==> src/rtl/condicionador_pkg.sv <==
// Shared types and defaults for the input-conditioning stage.
// Optional long-press detection is enabled by CONDICIONADOR_LONG_PRESS_EN.
package condicionador_pkg;

    typedef enum logic [1:0] {
        SOLTO       = 2'd0,
        CONF_PRESS  = 2'd1,
        PRESSIONADO = 2'd2,
        CONF_SOLTA  = 2'd3
    } estado_t;

    localparam int DEF_DEBOUNCE_CYCLES = 16;
    localparam int DEF_SYNC_STAGES     = 2;
    localparam int DEF_LONG_CYCLES     = 256;
    localparam int CH_W                = 8;

    // Width of a counter that must hold values 0..n inclusive.
    function automatic int cnt_w(input int n);
        return (n < 1) ? 1 : $clog2(n + 1);
    endfunction

endpackage

==> src/rtl/condicionador_entradas_sincronizador.sv <==
// Multi-flop synchronizer for a bus of independent slow signals.
// Resets asynchronously to a per-instance value.
module sincronizador #(
    parameter int               WIDTH   = 1,
    parameter int               STAGES  = 2,
    parameter logic [WIDTH-1:0] RST_VAL = '0
) (
    input  logic             clk_div,
    input  logic             rst,
    input  logic [WIDTH-1:0] d,
    output logic [WIDTH-1:0] q
);

    logic [WIDTH-1:0] stg [STAGES];

    // Shift the raw value through the synchronizer chain.
    always_ff @(posedge clk_div or posedge rst) begin
        if (rst) begin
            for (int i = 0; i < STAGES; i++) begin
                stg[i] <= RST_VAL;
            end
        end else begin
            stg[0] <= d;
            for (int i = 1; i < STAGES; i++) begin
                stg[i] <= stg[i-1];
            end
        end
    end

    assign q = stg[STAGES-1];

endmodule

==> src/rtl/condicionador_entradas.sv <==
// Synchronizes switches and button, debounces the button and emits a press pulse.
// Define CONDICIONADOR_LONG_PRESS_EN to enable the long_press output.
module condicionador_entradas
    import condicionador_pkg::*;
#(
    parameter int DEBOUNCE_CYCLES = DEF_DEBOUNCE_CYCLES,
    parameter int SYNC_STAGES     = DEF_SYNC_STAGES,
    parameter bit BTN_ACTIVE_LOW  = 1'b1,
    parameter int LONG_CYCLES     = DEF_LONG_CYCLES
) (
    input  logic            clk_div,
    input  logic            rst,
    input  logic [CH_W-1:0] ch_raw,
    input  logic            botao_raw,
    output logic [CH_W-1:0] ch,
    output logic            botao,
    output logic            botao_nivel,
    output logic [CH_W-1:0] ch_cap,
    output logic            long_press
);

    localparam int CW = cnt_w(DEBOUNCE_CYCLES);
    localparam logic [CW-1:0] CNT_LAST = CW'(DEBOUNCE_CYCLES - 1);
    localparam logic [CW-1:0] CNT_ONE  = CW'(1);

    if (DEBOUNCE_CYCLES < 2) begin : g_bad_deb
        $error("DEBOUNCE_CYCLES must be >= 2");
    end
    if (SYNC_STAGES < 2) begin : g_bad_sync
        $error("SYNC_STAGES must be >= 2");
    end
    if (LONG_CYCLES < 1) begin : g_bad_long
        $error("LONG_CYCLES must be >= 1");
    end

    logic    p_in;
    logic    p;
    estado_t estado;
    estado_t estado_next;
    logic [CW-1:0] cnt;
    logic [CW-1:0] cnt_next;
    logic    pulso;

    // Normalize the button so that pressed reads as 1 internally.
    assign p_in = BTN_ACTIVE_LOW ? ~botao_raw : botao_raw;

    sincronizador #(
        .WIDTH  (CH_W),
        .STAGES (SYNC_STAGES),
        .RST_VAL('0)
    ) u_sync_ch (
        .clk_div(clk_div),
        .rst    (rst),
        .d      (ch_raw),
        .q      (ch)
    );

    sincronizador #(
        .WIDTH  (1),
        .STAGES (SYNC_STAGES),
        .RST_VAL(1'b0)
    ) u_sync_btn (
        .clk_div(clk_div),
        .rst    (rst),
        .d      (p_in),
        .q      (p)
    );

    // Debounce next-state logic; a transition needs DEBOUNCE_CYCLES stable samples.
    always_comb begin
        estado_next = estado;
        cnt_next    = cnt;
        pulso       = 1'b0;
        unique case (estado)
            SOLTO: begin
                if (p) begin
                    estado_next = CONF_PRESS;
                    cnt_next    = CNT_ONE;
                end
            end
            CONF_PRESS: begin
                if (!p) begin
                    estado_next = SOLTO;
                    cnt_next    = '0;
                end else if (cnt == CNT_LAST) begin
                    estado_next = PRESSIONADO;
                    cnt_next    = '0;
                    pulso       = 1'b1;
                end else begin
                    cnt_next = cnt + CNT_ONE;
                end
            end
            PRESSIONADO: begin
                if (!p) begin
                    estado_next = CONF_SOLTA;
                    cnt_next    = CNT_ONE;
                end
            end
            CONF_SOLTA: begin
                if (p) begin
                    estado_next = PRESSIONADO;
                    cnt_next    = '0;
                end else if (cnt == CNT_LAST) begin
                    estado_next = SOLTO;
                    cnt_next    = '0;
                end else begin
                    cnt_next = cnt + CNT_ONE;
                end
            end
            default: begin
                estado_next = SOLTO;
                cnt_next    = '0;
            end
        endcase
    end

    // State, counter and registered outputs; snapshot switches with the pulse.
    always_ff @(posedge clk_div or posedge rst) begin
        if (rst) begin
            estado      <= SOLTO;
            cnt         <= '0;
            botao       <= 1'b0;
            botao_nivel <= 1'b0;
            ch_cap      <= '0;
        end else begin
            estado      <= estado_next;
            cnt         <= cnt_next;
            botao       <= pulso;
            botao_nivel <= (estado_next == PRESSIONADO) ||
                           (estado_next == CONF_SOLTA);
            if (pulso) begin
                ch_cap <= ch;
            end
        end
    end

`ifdef CONDICIONADOR_LONG_PRESS_EN
    localparam int LW = cnt_w(LONG_CYCLES);
    localparam logic [LW-1:0] LONG_MAX  = LW'(LONG_CYCLES);
    localparam logic [LW-1:0] LONG_LAST = LW'(LONG_CYCLES - 1);

    logic [LW-1:0] long_cnt;
    logic          long_q;

    // Count edges held in PRESSIONADO; fire once when the count reaches the limit.
    always_ff @(posedge clk_div or posedge rst) begin
        if (rst) begin
            long_cnt <= '0;
            long_q   <= 1'b0;
        end else begin
            long_q <= 1'b0;
            if (estado_next == SOLTO) begin
                long_cnt <= '0;
            end else if (estado == PRESSIONADO && long_cnt != LONG_MAX) begin
                long_cnt <= long_cnt + LW'(1);
                if (long_cnt == LONG_LAST) begin
                    long_q <= 1'b1;
                end
            end
        end
    end

    assign long_press = long_q;
`else
    assign long_press = 1'b0;
`endif

endmodule
==> config.mk <==
export PLATFORM = sky130hd
export DESIGN_NAME = condicionador_entradas
export DESIGN_NICKNAME = d
export VERILOG_FILES = /design/src/rtl/condicionador_pkg.sv /design/src/rtl/condicionador_entradas_sincronizador.sv /design/src/rtl/condicionador_entradas.sv
export SDC_FILE = /design/constraint.sdc
export NUM_CORES = 1
export LEC_CHECK = 0
export ABC_CLOCK_PERIOD_IN_PS = 1500
export CAP_MARGIN = 5
export CORE_AREA = 2 2 58 60
export DETAILED_ROUTE_END_ITERATION = 8
export DIE_AREA = 0 0 60 62
export PLACE_DENSITY = 0.73
export SLEW_MARGIN = 20
export SYNTH_ARGS = -nofsm -noshare
export SYNTH_HDL_FRONTEND = slang
export SYNTH_SLANG_ARGS = --single-unit
export TNS_END_PERCENT = 1
==> constraint.sdc <==
create_clock -name clk_div -period 1.5 [get_ports clk_div]
set_input_delay 0.225 -clock clk_div [delete_from_list [all_inputs] [get_ports clk_div]]
set_output_delay 0.225 -clock clk_div [all_outputs]
set_load 0.05 [all_outputs]
Word level (Yosys, flattened, before mapping)
Cells that the tools add are included.

storage, ports and cells
  register bits after elaboration = 35
  input port bits = 11
  output and inout bits = 19
  word-level logic and storage cells = 38

cells by class
  add/sub/neg operators = 1
  eq/ne operators = 8
  multiplexer cells = 16
  bitwise gates (word level) = 1
  reductions and logical operators = 3

operators by type and width
  cell                                                                     number
  5-bit two-way mux                                                        5
  5-bit one-hot mux with 4 select lines                                    1
  2-bit two-way mux                                                        6
  2-bit == test, second input constant                                     4
  2-bit one-hot mux with 4 select lines                                    1
  5-bit by 1-bit adder with 5-bit output, second input constant            1
  5-bit by 4-bit == test with 1-bit output, second input constant          1
  1-bit two-way mux                                                        3
  2-bit by 1-bit == test with 1-bit output, second input constant          1
  2-bit zero test                                                          1
  2-bit by 1-bit inequality test with 1-bit output, second input constant  1
  2-bit inequality test, second input constant                             1
  2-bit AND reduction                                                      1
  1-bit logical OR                                                         1
  1-bit inverter                                                           1

Logic depth before layout (Yosys ltp)
Gate-level depths: netlist (run 1).

  depth in word-level cells = 6
  mapped depth = 4
  mapped depth without buffers = 4

By module
A second synthesis (run 1) with hierarchy kept.

unflattened totals
  cell total of the unflattened synthesis = 82
  area total of the unflattened synthesis = 1249.9 um^2

by module, submodules not included
  module                       instances  cells each  area an instance (um^2)  sequential area each (um^2)
  condicionador_entradas       1          54          732.0                    425.4
  sincronizador at u_sync_ch   1          25          464.2                    400.4
  sincronizador at u_sync_btn  1          3           53.8                     50.0

Worst setup path before layout (run 1)
Ideal clock, no wire load.

  path kind = reg-to-reg
  from = register cnt[0]
  to = register botao_nivel
  setup time = 0.125 ns
  data arrival time = 1.327 ns
  required time = 1.375 ns
  slack = 0.049 ns
  stages on the path, launching flop included = 5
  buffers on the path = 0
  clock period less this slack = 1.451 ns
  cell sequence = dfrtp_1 > ha_1 > nand3_2 > nor3b_2 > mux2_2

between the ends
  cells in the longest elaborated chain, start to end = 6
  elaborated cells on any way between the ends = 9
  those cells by class = eq/ne (3); mux (5); reduce/logical (1)

RTL lines
  what                                          line                                                          RTL
  start, declared                               condicionador_entradas.sv:40                                  logic [CW-1:0] cnt;
  start signal, assigned                        condicionador_entradas.sv:127                                 cnt <= cnt_next;
  5-bit by 4-bit == test with 1-bit output (*)  condicionador_entradas.sv:85, condicionador_entradas.sv:103
  2-bit two-way mux, on equally long branches   condicionador_entradas.sv:103, condicionador_entradas.sv:85
  2-bit two-way mux, on equally long branches   condicionador_entradas.sv:100, condicionador_entradas.sv:82
  2-bit one-hot mux with 4 select lines (*)     condicionador_entradas.sv:74                                  unique case (estado)
  2-bit == test, on equally long branches       condicionador_entradas.sv:129, condicionador_entradas.sv:130
  1-bit logical OR (*)                          condicionador_entradas.sv:129                                 botao_nivel <= (estado_next == PRESSIONADO) ||
  end signal, assigned                          condicionador_entradas.sv:129
  end, declared                                 condicionador_entradas.sv:17                                  output logic botao_nivel,

Mark *: on every way between the ends. The rest lies on a longest branch, timed or not.
A chain may end at the register's enable or synchronous reset.

Worst setup path in the final report (run 1)
  from = register cnt[4]
  to = register ch_cap[0]

between the ends
  cells in the longest elaborated chain, start to end = 4

RTL lines
  what                                      line                           RTL
  5-bit by 4-bit == test with 1-bit output  condicionador_entradas.sv:85   end else if (cnt == CNT_LAST) begin
  1-bit two-way mux                         condicionador_entradas.sv:85
  1-bit two-way mux                         condicionador_entradas.sv:82   if (!p) begin
  1-bit two-way mux                         condicionador_entradas.sv:74
  end signal, assigned                      condicionador_entradas.sv:132  ch_cap <= ch;
  end, declared                             condicionador_entradas.sv:18   output logic [CH_W-1:0] ch_cap,

No other way between the ends.

==> results summary, run 1 <==
The run finished with clean final reports. The via-per-instance ratio came out at between 4 and 5. The worst ir drop on vdd is 684.0 uV.

The largest buffer count on any clock path came out at 2. The clock-pin slew on the worst setup and hold paths is 0.10 ns. The number of violations of the max-capacitance limit is 0.

The floorplan die height came out at between 60 and 70 microns. The number of top-level pins came out at 30. The final worst hold slack came out at 0.2274 ns.

By instance count, the leading cell after synthesis is dfrtp_1. Together, buffers and inverters on the worst path number 0. For the final database, setup skew stands at 0.007486 ns. The count of fill cells added during filler insertion is 275. The number of buffers inserted by hold repair at cts is 0. After synthesis, the share of flip-flops with an asynchronous set or reset is 1.000.

The x dimension of the die came out at 60 microns. The register area is about 880 sq um. The total wire length after detailed routing came out at 1866 microns.

The average instance in the mapped netlist occupies 15.35 sq um. Traced cell by cell, the critical path runs through nand4bb_1 -> nor2_2 -> mux2_2. The post-synthesis register bit count came out at 35. The total setup violations reported at the end of the flow came out at 0. The antenna cell count came out at 0. The worst min-delay path category is primary input to async pin. Ranked by instance count, the synthesized netlist is headed by 35 x dfrtp_1, 10 x mux2_2, 9 x buf_4.

Across every metal layer, demand over resource in global routing totals 0.1238. The number of nets at the end of the flow came out at 127. The maximum frequency from static timing analysis came out at 703.6 MHz. The share of post-route cells with drive strength above 1 is 0.4138.

The depth of the CTS H-tree is 2. The wire length of the first global-routing pass is 3229 microns. In the synthesized netlist the dominant register cell turns out to be dfrtp_1. The number of flops mapped to enable cells by yosys came out at 0.

The starting utilization of the core area came out at 0.3959. Clock tree synthesis inserted a total of 5 buffers. The data required time at the worst endpoint is 1.72 ns. The number of warnings reported in the yosys synthesis log is 0. TritonCTS built the clock tree.

Among all stages on the critical path, the largest delay is contributed by dfrtp_1. The clock sink count is 35. Data on the critical path arrives at its endpoint at around 1.6 ns. The initial antenna violation count came out at 0. In this run the worst path has a maximum fanout of 4. The cell area that synthesis handed to floorplanning was 0.001259 sq mm.

The number of DRC markers in iteration 0 came out at 11. The biggest cell delay along the critical path came out at approximately 0.39 ns. The part of the cycle the worst path needs came out at 0.9475. The internal power of the cells is roughly 0.0013 W. The final critical-path setup slack is 0.07874 ns. The worst setup path is launched from a flip-flop.

The number of pins with negative max-slew slack in the final report came out at 0. The area growth from synthesis to final layout came out at 28.53%. Of the post-synthesis cell area, the dominant cell type holds 0.6958. The switching power as a share of total power is 0.2787.

The residual DRC count came out at 0. The final non-filler cell total came out at 162. The pin count of the biggest net entering global routing is 36. The analysis attributes to net switching a power of 0.0005192 W. The post-cts repair resize count came out at 0.

The number of instances in the synthesized netlist is 82. The post-route cell area came out at 0.001618 sq mm. STA classifies the critical path endpoint as a flip-flop. The half-perimeter wire length after detailed placement came out at 1338 microns. The remaining global-route overflow came out at 0. The share of total power in combinational logic is 0.181. In this run the static leakage power is 0.7611 nW.

The post-synth net total is 94. Setup repair after global routing could not meet its margin everywhere. The sum of internal, switching and leakage power is 0.001863 W. The clock reaches the later pin of the worst-skew pair after 0.33 ns.

The number of rows in the core area is 21. Yosys attributes the largest share of cell area to dfrtp_1 70%, mux2_2 8.9%, buf_4 5.4%. The ratio of total power to cell area is 1151 mW/mm^2. At the end of routability-driven placement, the weighted congestion stood at 0.7293. OpenSTA, run right after detailed placement, puts the worst setup slack at 0.02914 ns. The core area came out at 0.003179 sq mm.

The number of hold-slack violations in the final timing report came out at 0. The critical path is of the flip-flop to flip-flop type. The post-placement cell area is around 0.0015 sq mm.

After detailed placement, the design holds a cell count of about 150. The tree is rooted in a clkbuf_4. The number of buffers inserted to repair setup after CTS came out at 0. The post-synthesis cell type count is 25. The number of global-route vias before repair is 710. The number of nets with antenna violations after detailed routing came out at 0.

The cell type with the highest aggregate area in the netlist is dfrtp_1. The post-route minimum period is 1.421 ns. The share of total power in the clock network is 0.247.

The total vias in the final route is 725. The area of the die is between 0.003 and 0.004 sq mm. The total iterations of the first detailed-routing run came out at 2. Of the total power, registers draw 0.572. Input and output buffers added on the ports amount to 28. The share of the Yosys chip area taken by registers is 0.6958. Among cell families on the critical path, the largest total delay comes from simple AND/OR/NAND/NOR gates. Summing all multi-input logic gate instances after layout gives between 300 and 400 sq um.

The per-cell routed wire length came out at roughly 12 microns.
-- power by group through the flow --
stage | Clock (W) | Combinational [W] | Sequential (W)
after CTS | 0.000483 | 0.000329 | 0.00106
after global placement | 0 | 0.000318 | 0.00108
after floorplan | 0 | 0.000180 | 0.00111
after global routing | 0.000536 | 0.000370 | 0.00108
after detailed placement | 0 | 0.000331 | 0.00108
final | 0.000461 | 0.000336 | 0.00107
-- final timing paths --
check / from / end / slack (ns) / depth (start not counted)
max: cnt[4] / ch_cap[0] / 0.08 / 3
min: rst / u_sync_ch.stg[9] / 0.23 / 3
max reg2reg: cnt[4] / ch_cap[0] / 0.08 / 3
min reg2reg: u_sync_btn.stg[1] / u_sync_btn.q / 0.36 / 0
max in group asynchronous: rst / u_sync_ch.q[4] / 1.11 / 3
min in group clk_div: ch_raw[2] / u_sync_ch.stg[10] / 0.32 / 1
-- cell usage in the layout (no fill, tap or decap), types with 2 or more instances in the layout --
cell type,synthesis,layout
a31oi_1,4,4
buf_4,9,24
clkbuf_1,1,2
clkbuf_4,0,5
clkdlybuf4s50_1,0,10
dfrtp_1,35,35
inv_1,2,2
mux2_2,10,10
nand3_1,2,2
o2111ai_1,2,2
-- metal layers --
metal | wire [microns] | share of wire | up-vias | global-route usage
met3 | 99 | 0.053 | 4 | 0.06211
met5 | 0 | 0 | - | 0
li1 | - | - | 342 | -
met2 | 999 | 0.54 | 19 | 0.2034
met4 | 32 | 0.017 | 0 | 0.04762
met1 | 735 | 0.39 | 360 | 0.1388
-- worst min-delay path: cells and delay by family --
| kind | cells | cell delay, ns |
|---|---|---|
| buffers and inverters | 3 | 0.69 |
-- registers in the layout, indices dropped and copies added (netlist names) --
signal and count:
u_sync_ch.q 8, u_sync_btn.q 1, u_sync_btn.stg 1, ch_cap 8, estado 2, botao 1, u_sync_ch.stg 8, botao_nivel 1
cnt 5
-- cell families after synthesis --
kind of cell / count (synthesis) / synth area share
mux: 10 / 0.08946
flops: 35 / 0.6958
buf+inv: 12 / 0.06262
fa+ha+maj: 1 / 0.009939
other cells: 1 / 0.002979
simple gates: 12 / 0.07257
xor+xnor: 1 / 0.01293
compound gates: 10 / 0.05367
-- final cells by class --
cell class | instances | area share
flip-flops and latches | 35 | 0.5414
multi-input cells | 36 | 0.2019
repair buffers | 35 | 0.1856
well taps | 46 | 0.03558
clock buffers | 7 | 0.02784
inverters | 2 | 0.004640
clock inverters | 1 | 0.003094
-- per-stage QoR --
step / setup TNS, ns / utilization
2_1_floorplan: 0 / -
3_3_place_gp: 0 / 0.4860
3_5_place_dp: 0 / 0.4860
4_1_cts: 0 / 0.5018
5_1_grt: -0.003163 / 0.5089
6_report: 0 / 0.5089
Note: power is estimated with default switching activity, not from simulation.
==> run 2: changes to the inputs <==
--- a/config.mk
+++ b/config.mk
@@ -5,7 +5,7 @@
 export SDC_FILE = /design/constraint.sdc
 export NUM_CORES = 1
 export LEC_CHECK = 0
-export ABC_CLOCK_PERIOD_IN_PS = 1500
+export ABC_CLOCK_PERIOD_IN_PS = 1230
 export CAP_MARGIN = 5
 export CORE_AREA = 2 2 58 60
 export DETAILED_ROUTE_END_ITERATION = 8
==> constraint.sdc (replaced) <==
create_clock -name clk_div -period 1.23 [get_ports clk_div]
set_input_delay 0.1845 -clock clk_div [delete_from_list [all_inputs] [get_ports clk_div]]
set_output_delay 0.1845 -clock clk_div [all_outputs]
set_load 0.05 [all_outputs]
==> run 2 against run 1 <==
Compared with the run above: the flow now finishes with violations (negative setup slack); sequential power up 23%; core utilization grew 10 points; global-route usage up 1.9 points; die area stayed put.
==> results summary, run 2 (synthesis gave the netlist of run 1 again) <==
The first detailed-routing pass ran for 4 iterations. The half-perimeter wire length after detailed placement is 1481 microns. The antenna cell count is 0. The depth of the CTS H-tree came out at 2.

The area of the die came out at between 0.003 and 0.004 sq mm. The starting utilization of the core area came out at 0.3959. The maximum fanout along the worst path is 4. Of the cells placed in the final design, the portion with a size suffix greater than 1 is 0.4711. Traced cell by cell, the critical path runs through ha_4 -> nand3_4 -> nor3b_4 -> mux2_4. The worst hold path belongs to the class primary input to async pin. By startpoint and endpoint, the worst setup path is classified as flip-flop to flip-flop. The cell sitting at the root of the clock tree is a clkbuf_4. The per-cell routed wire length came out at 13.40 microns.

The number of rows in the core area is 21. The endpoint kind of the worst setup timing path is a flip-flop. The final critical-path setup slack is -0.1559 ns. In this run the deepest clock path goes through 2 buffers. The leakage power of the design is 0.8597 nW. The number of DRC markers in iteration 0 is 4.

The most frequent standard cell in the layout excluding fill and tap cells is dfrtp_1. The worst reg-to-reg setup slack came out at -0.16 ns. The number of hold-slack violations in the final timing report is 0. The biggest cell delay along the critical path came out at ~0.40 ns.

The core area is 0.003179 sq mm. The data required time at the worst endpoint is 1.45 ns. The post-placement worst setup slack is -0.1702 ns. The number of violations of the max-capacitance limit is 0. Setup repair after global routing could not meet its margin everywhere. The arrival time at the worst endpoint is around 1.6 ns. The x dimension of the die came out at 60 microns. The wire length of the first global-routing pass came out at 3684 microns. Between clock sinks in the finished design, the worst skew comes to between 0.006 and 0.007 ns.

The depth of the most critical reg-to-reg path came out at 4. The number of CTS-inserted buffers came out at 5. The total global-route track usage is 0.1430.

TritonCTS built the clock tree. The number of top-level pins came out at 30. The total vias in the final route is 743.

The largest individual stage delay along the critical path comes from the cell dfrtp_1. The number of pins with negative max-slew slack in the final report came out at 0. The setup TNS is -1.202 ns. The post-route minimum period is approximately 1.4 ns. The pin count of the biggest net entering global routing came out at 36. The final worst hold slack is ~0.19 ns. The worst setup path is launched from a flip-flop. The part of the cycle the worst path needs is 1.127. The flow ran to the end, but the final reports show violations. The number of global-route vias before repair came out at 794. The startpoint of the lowest-slack register-to-register path is cnt[0]. The clock sink count came out at 35.

The placer congestion estimate is 0.7657. The total wire length after detailed routing is approximately 2200 microns. The residual DRC count is 0. The worst reg2reg path endpoint is botao_nivel. The number of buffers inserted by hold repair at cts came out at 0. The library cells used most frequently in the layout, excluding fill and tap cells, are 34 x dfrtp_1, 19 x buf_12, 10 x clkdlybuf4s50_1, 10 x buf_4, 8 x mux2_2. The remaining global-route overflow is 0. Fill cells in the final layout number ~240. The final reports fail on negative setup slack. The ratio of total power to cell area is 1276 mW/mm^2.

The area growth from synthesis to final layout came out at 54.37%. The initial antenna violation count was 0. For this run, the top clock speed supported by timing is 721.6 MHz. The total setup violations reported at the end of the flow is 11. The post-placement cell area came out at 0.001827 sq mm. The floorplan die height came out at 62 microns. The via-per-instance ratio came out at 4.449. The number of nets at the end of the flow came out at between 100 and 150. In this run the remaining antenna-violating nets after routing total 0. Summing all non-filler instances in the final layout gives an area of roughly 0.002 sq mm. At the later pin of the worst-skew pair, clock insertion delay measures 0.33 ns. The worst ir drop on vdd came out at 622.4 uV. The count of buffers from port buffering came out at 28. Clock-pin slew was measured on the worst setup and hold paths at 0.10 ns.
==> run 2: cell types whose count changed in the layout (fill, tap and decap cells not counted), moves of 2 or more <==
cell    before  now
mux2_2      10    8
buf_12       1   19
mux2_4       0    2
buf_4       24   10
==> run 2: worst max-delay path: cells and delay by family (launching register included) <==
| kind | cells | cell delay, ns |
|---|---|---|
| DFF | 1 | 0.40 |
| and+or+nand+nor | 2 | 0.39 |
| muxes | 1 | 0.32 |
| adders and majority gates | 1 | 0.16 |
==> run 2: worst max-delay path by stage <==
| stage | start | end | slack [ns] | cells past startpoint |
|---|---|---|---|---|
| floorplan | cnt[4] | ch_cap[0] | -0.13 | 3 |
| global placement | cnt[1] | ch_cap[2] | -0.12 | 4 |
| detailed placement | cnt[1] | ch_cap[3] | -0.17 | 4 |
| CTS | cnt[1] | botao_nivel | -0.17 | 4 |
| global route | cnt[0] | botao_nivel | -0.22 | 4 |
| finish | cnt[0] | botao_nivel | -0.16 | 4 |
==> run 2: metal layers <==
layer | part of all wire | routed length [microns] | global-route usage | vias to the layer above
met5 | 0 | 0 | 0 | -
met4 | 0.012 | 27 | 0.07619 | 0
met3 | 0.046 | 104 | 0.05590 | 2
met2 | 0.56 | 1262 | 0.2469 | 24
met1 | 0.38 | 842 | 0.1516 | 367
li1 | - | - | - | 350
==> run 2: layout make-up <==
cell class,instances,area (sq um),share of cell area
multi-input combinational,36,380.4,0.1958
clock buffer,6,41.29,0.02125
clock inverter,2,12.51,0.006439
sequential,35,877.1,0.4514
inverter,2,7.507,0.003863
tap,46,57.56,0.02962
timing repair buffer,40,566.8,0.2917
==> run 2: report_power, final <==
group	internal, W	switching, W
sequential	0.00124	0.0000845
combinational	0.000314	0.000265
clock	0.000220	0.000358
total	0.00177	0.000708
==> run 2: what timing repair did <==
action / 4_1_cts / 5_1_grt
setup endpoints to repair: 15 / 15
gates cloned: 1 / 0
gates resized for setup: 1 / 9
setup buffers: 0 / 1
pin swaps: 1 / 4
==> run 2: stage by stage <==
step                      power [W]  utilization  cells
after detailed placement   0.001877       0.5746    157
after CTS                  0.002471       0.5943    166
after floorplan            0.001607            -     82
after global routing       0.002603       0.6112    167
after global placement     0.001851       0.5746    157
final                      0.002480       0.6112    167
==> run 3: changes to the inputs <==
--- a/config.mk
+++ b/config.mk
@@ -5,12 +5,12 @@
 export SDC_FILE = /design/constraint.sdc
 export NUM_CORES = 1
 export LEC_CHECK = 0
-export ABC_CLOCK_PERIOD_IN_PS = 1230
-export CAP_MARGIN = 5
-export CORE_AREA = 2 2 58 60
+export ABC_CLOCK_PERIOD_IN_PS = 1380
+export CAP_MARGIN = 20
+export CORE_AREA = 2 2 56 58
 export DETAILED_ROUTE_END_ITERATION = 8
-export DIE_AREA = 0 0 60 62
-export PLACE_DENSITY = 0.73
+export DIE_AREA = 0 0 58 60
+export PLACE_DENSITY = 0.75
 export SLEW_MARGIN = 20
 export SYNTH_ARGS = -nofsm -noshare
 export SYNTH_HDL_FRONTEND = slang
==> constraint.sdc (replaced) <==
create_clock -name clk_div -period 1.38 [get_ports clk_div]
set_input_delay 0.207 -clock clk_div [delete_from_list [all_inputs] [get_ports clk_div]]
set_output_delay 0.207 -clock clk_div [all_outputs]
set_load 0.05 [all_outputs]
==> run 3 against run 2 <==
Compared with the run above: the run still ends with negative setup slack left; combinational power shrank 19%; worst hold slack better by 0.0086 ns; total power shrank 12%; core utilization increased by 4.6 points; die area fell by 6.5%; clock skew rose by 0.0013 ns; flip-flop and latch count unchanged; fmax fell by 1.6%; critical path type unchanged; largest power group unchanged; highest routed layer unchanged.
==> results summary, run 3 (synthesis gave the netlist of run 1 again) <==
The share of post-route cells with drive strength above 1 came out at 0.4622. The internal portion of the total power is 0.001550 W. The area growth from synthesis to final layout came out at 51.49%. The number of top-level pins is 30. The antenna cell count is 0. The cell at the root of the clock tree is clkbuf_4. The worst reg-to-reg setup slack came out at -0.03 ns.

For this design, the CTS-stage hold fixing added 0 buffers. The run finished, with violations left. Once detail routing completed, the nets flagged for antenna violations numbered 0. In the global route stage, overall resource usage came out at 0.1476.

The worst ir drop on vdd came out at 943.8 uV. Once layout is complete, the utilization of the core stands at 0.6569. Setup total negative slack on the finished layout was measured at -0.1903 ns. The maximum frequency from static timing analysis is 710.2 MHz.

The final worst hold slack is 0.1972 ns. Across all layers, the routed design uses 736 vias. The largest buffer count on any clock path is 2. The worst setup path is of the flip-flop to flip-flop kind. The depth of the most critical reg-to-reg path came out at 4. The core region is 0.002903 sq mm. The total iterations of the first detailed-routing run is 2. The number of DRC markers in iteration 0 is 4.

The residual DRC count came out at 0. Setup repair after global routing could not meet its margin everywhere. The top cell types in the final layout, fill and taps aside, are 34 x dfrtp_1, 20 x buf_12, 10 x clkdlybuf4s50_1.

The leakage power of the design is 0.8509 nW. The checks that failed: negative setup slack. The number of global-route vias before repair is 808.

Power spread over the standard cell area amounts to about 1100 mW/mm^2. The number of clock buffers added by TritonCTS is 5. The remaining global-route overflow is 0. At the worst endpoint, the arrival time is 1.64 ns.

The initial antenna violation count is 0. The number of hold-slack violations in the final timing report is 0. The H-tree generated during clock tree synthesis spans 2 levels.

The worst register-to-register path begins at cnt[1]. In the final routed layout, each cell accounts on average for between 10 and 15 microns. The half-perimeter wire length after detailed placement came out at 1561 microns.

The wire length of the first global-routing pass is about 3600 microns. The count of fill cells added during filler insertion came out at 216. The starting utilization of the core area came out at 0.4336. The critical path startpoint category is a flip-flop. Max-cap violations in this run came to 0. The cell with the largest stage delay on the worst path is dfrtp_1. The total setup violations reported at the end of the flow is 8. The maximum fanout along the worst path is 3. STA puts the critical path data required time at ~1.6 ns.

The number of pins with negative max-slew slack in the final report came out at 0. Dividing the detail-routed via count by the number of cells gives 4.842. In the post-route analysis, the smallest setup slack over all paths is -0.02799 ns. Clock-pin slew was measured on the worst setup and hold paths at around 0.11 ns. The critical path goes through ha_2 -> nand3_4 -> nor3b_4 -> mux2_2. The pin count of the biggest net entering global routing came out at 36. The congestion estimate from routability-driven global placement came to approximately 0.74.

The part of the cycle the worst path needs came out at 1.020. Of the total power, the share spent switching nets is 0.2920. The tightest min-delay check is of the primary input to async pin type. The clock latency on the worst-skew pair came out at around 0.34 ns. The area of the die is 0.003480 sq mm. The net count of the finished layout is 130. The share of total power in combinational logic came out at 0.215. The number of rows in the core area came out at 20. For the final database, setup skew stands at 0.008252 ns. The largest single stage delay on the critical path is 0.38 ns. The worst setup path is captured at a flip-flop. The worst register-to-register path ends at estado[1]. TritonCTS built the clock tree. The share of total power dissipated in the clock network is 0.246.

The analysis attributes to net switching a power of 0.0006392 W. The die is 58 microns wide. The smallest clock period supported by the final layout is computed as between 1 and 1.5 ns. The count of buffers from port buffering is 28. The library cell used most frequently in the layout, excluding fill and tap cells, is dfrtp_1. The floorplan die height came out at 60 microns. The clock drives 35 sinks. Of the total power, registers draw 0.539. After detailed routing, the total wire length is 2227 microns.
## run 3: cell types whose count changed in the layout (fill, tap and decap cells not counted), sizes merged
cell and delta:
clkbuf -1, buf -1, nor2 -1, clkinvlp +1
## run 3: routing by layer
metal / up-vias / GRT usage / share of wire / routed length (microns)
li1: 343 / - / - / -
met1: 366 / 0.1532 / 0.41 / 924
met2: 23 / 0.2711 / 0.52 / 1147
met3: 4 / 0.05195 / 0.053 / 117
met4: 0 / 0.05980 / 0.018 / 39
met5: - / 0 / 0 / 0
## run 3: layout make-up
cell class / count / area (sq um) / share of cell area
tap: 33 / 41.29 / 0.02165
sequential: 35 / 877.1 / 0.4600
clock buffer: 5 / 37.54 / 0.01969
clock inverter: 3 / 20.02 / 0.01050
timing repair buffer: 39 / 568.0 / 0.2979
multi-input combinational: 35 / 355.3 / 0.1864
inverter: 2 / 7.507 / 0.003937
## run 3: per-stage QoR
| step | worst slack, ns | cells | total power (W) | cell area (sq um) |
|---|---|---|---|---|
| after floorplan | -0.01567 | 82 | 0.001415 | 1272 |
| after global placement | -0.01269 | 141 | 0.001604 | 1775 |
| after detailed placement | -0.08378 | 141 | 0.001628 | 1775 |
| after CTS | -0.03832 | 151 | 0.002195 | 1863 |
| after global routing | -0.08079 | 152 | 0.002310 | 1907 |
| final | -0.02799 | 152 | 0.002189 | 1907 |
## run 3: worst max-delay path by stage
stage	cells after the start	end	from	slack, ns
finish	4	estado[1]	cnt[1]	-0.03
global route	5	ch_cap[0]	cnt[1]	-0.08
CTS	5	ch_cap[6]	cnt[0]	-0.04
detailed placement	4	ch_cap[6]	cnt[1]	-0.08
global placement	4	ch_cap[7]	cnt[0]	-0.01
floorplan	4	botao_nivel	cnt[0]	-0.02
## run 3: worst max-delay path: cells and delay by family, from the launching register on
kind / cells / cell delay [ns]
adder cells (fa/ha/maj): 1 / 0.22
AND/OR/NAND/NOR: 2 / 0.34
flip-flops: 1 / 0.38
multiplexers: 1 / 0.36
## run 3: timing repair
| action | CTS | global route |
|---|---|---|
| buffers inserted | 2 | 1 |
| endpoints found under the hold margin | 0 | 0 |
| pin swaps | 1 | 2 |
| endpoints found under the setup margin | 10 | 12 |
| gates resized for setup | 1 | 6 |
## run 3: power groups by stage
stage | logic, W | registers (W) | clock network (W)
floorplan | 0.000201 | 0.00121 | 0
global placement | 0.000418 | 0.00119 | 0
detailed placement | 0.000434 | 0.00119 | 0
CTS | 0.000450 | 0.00117 | 0.000570
global route | 0.000503 | 0.00119 | 0.000615
finish | 0.000471 | 0.00118 | 0.000538
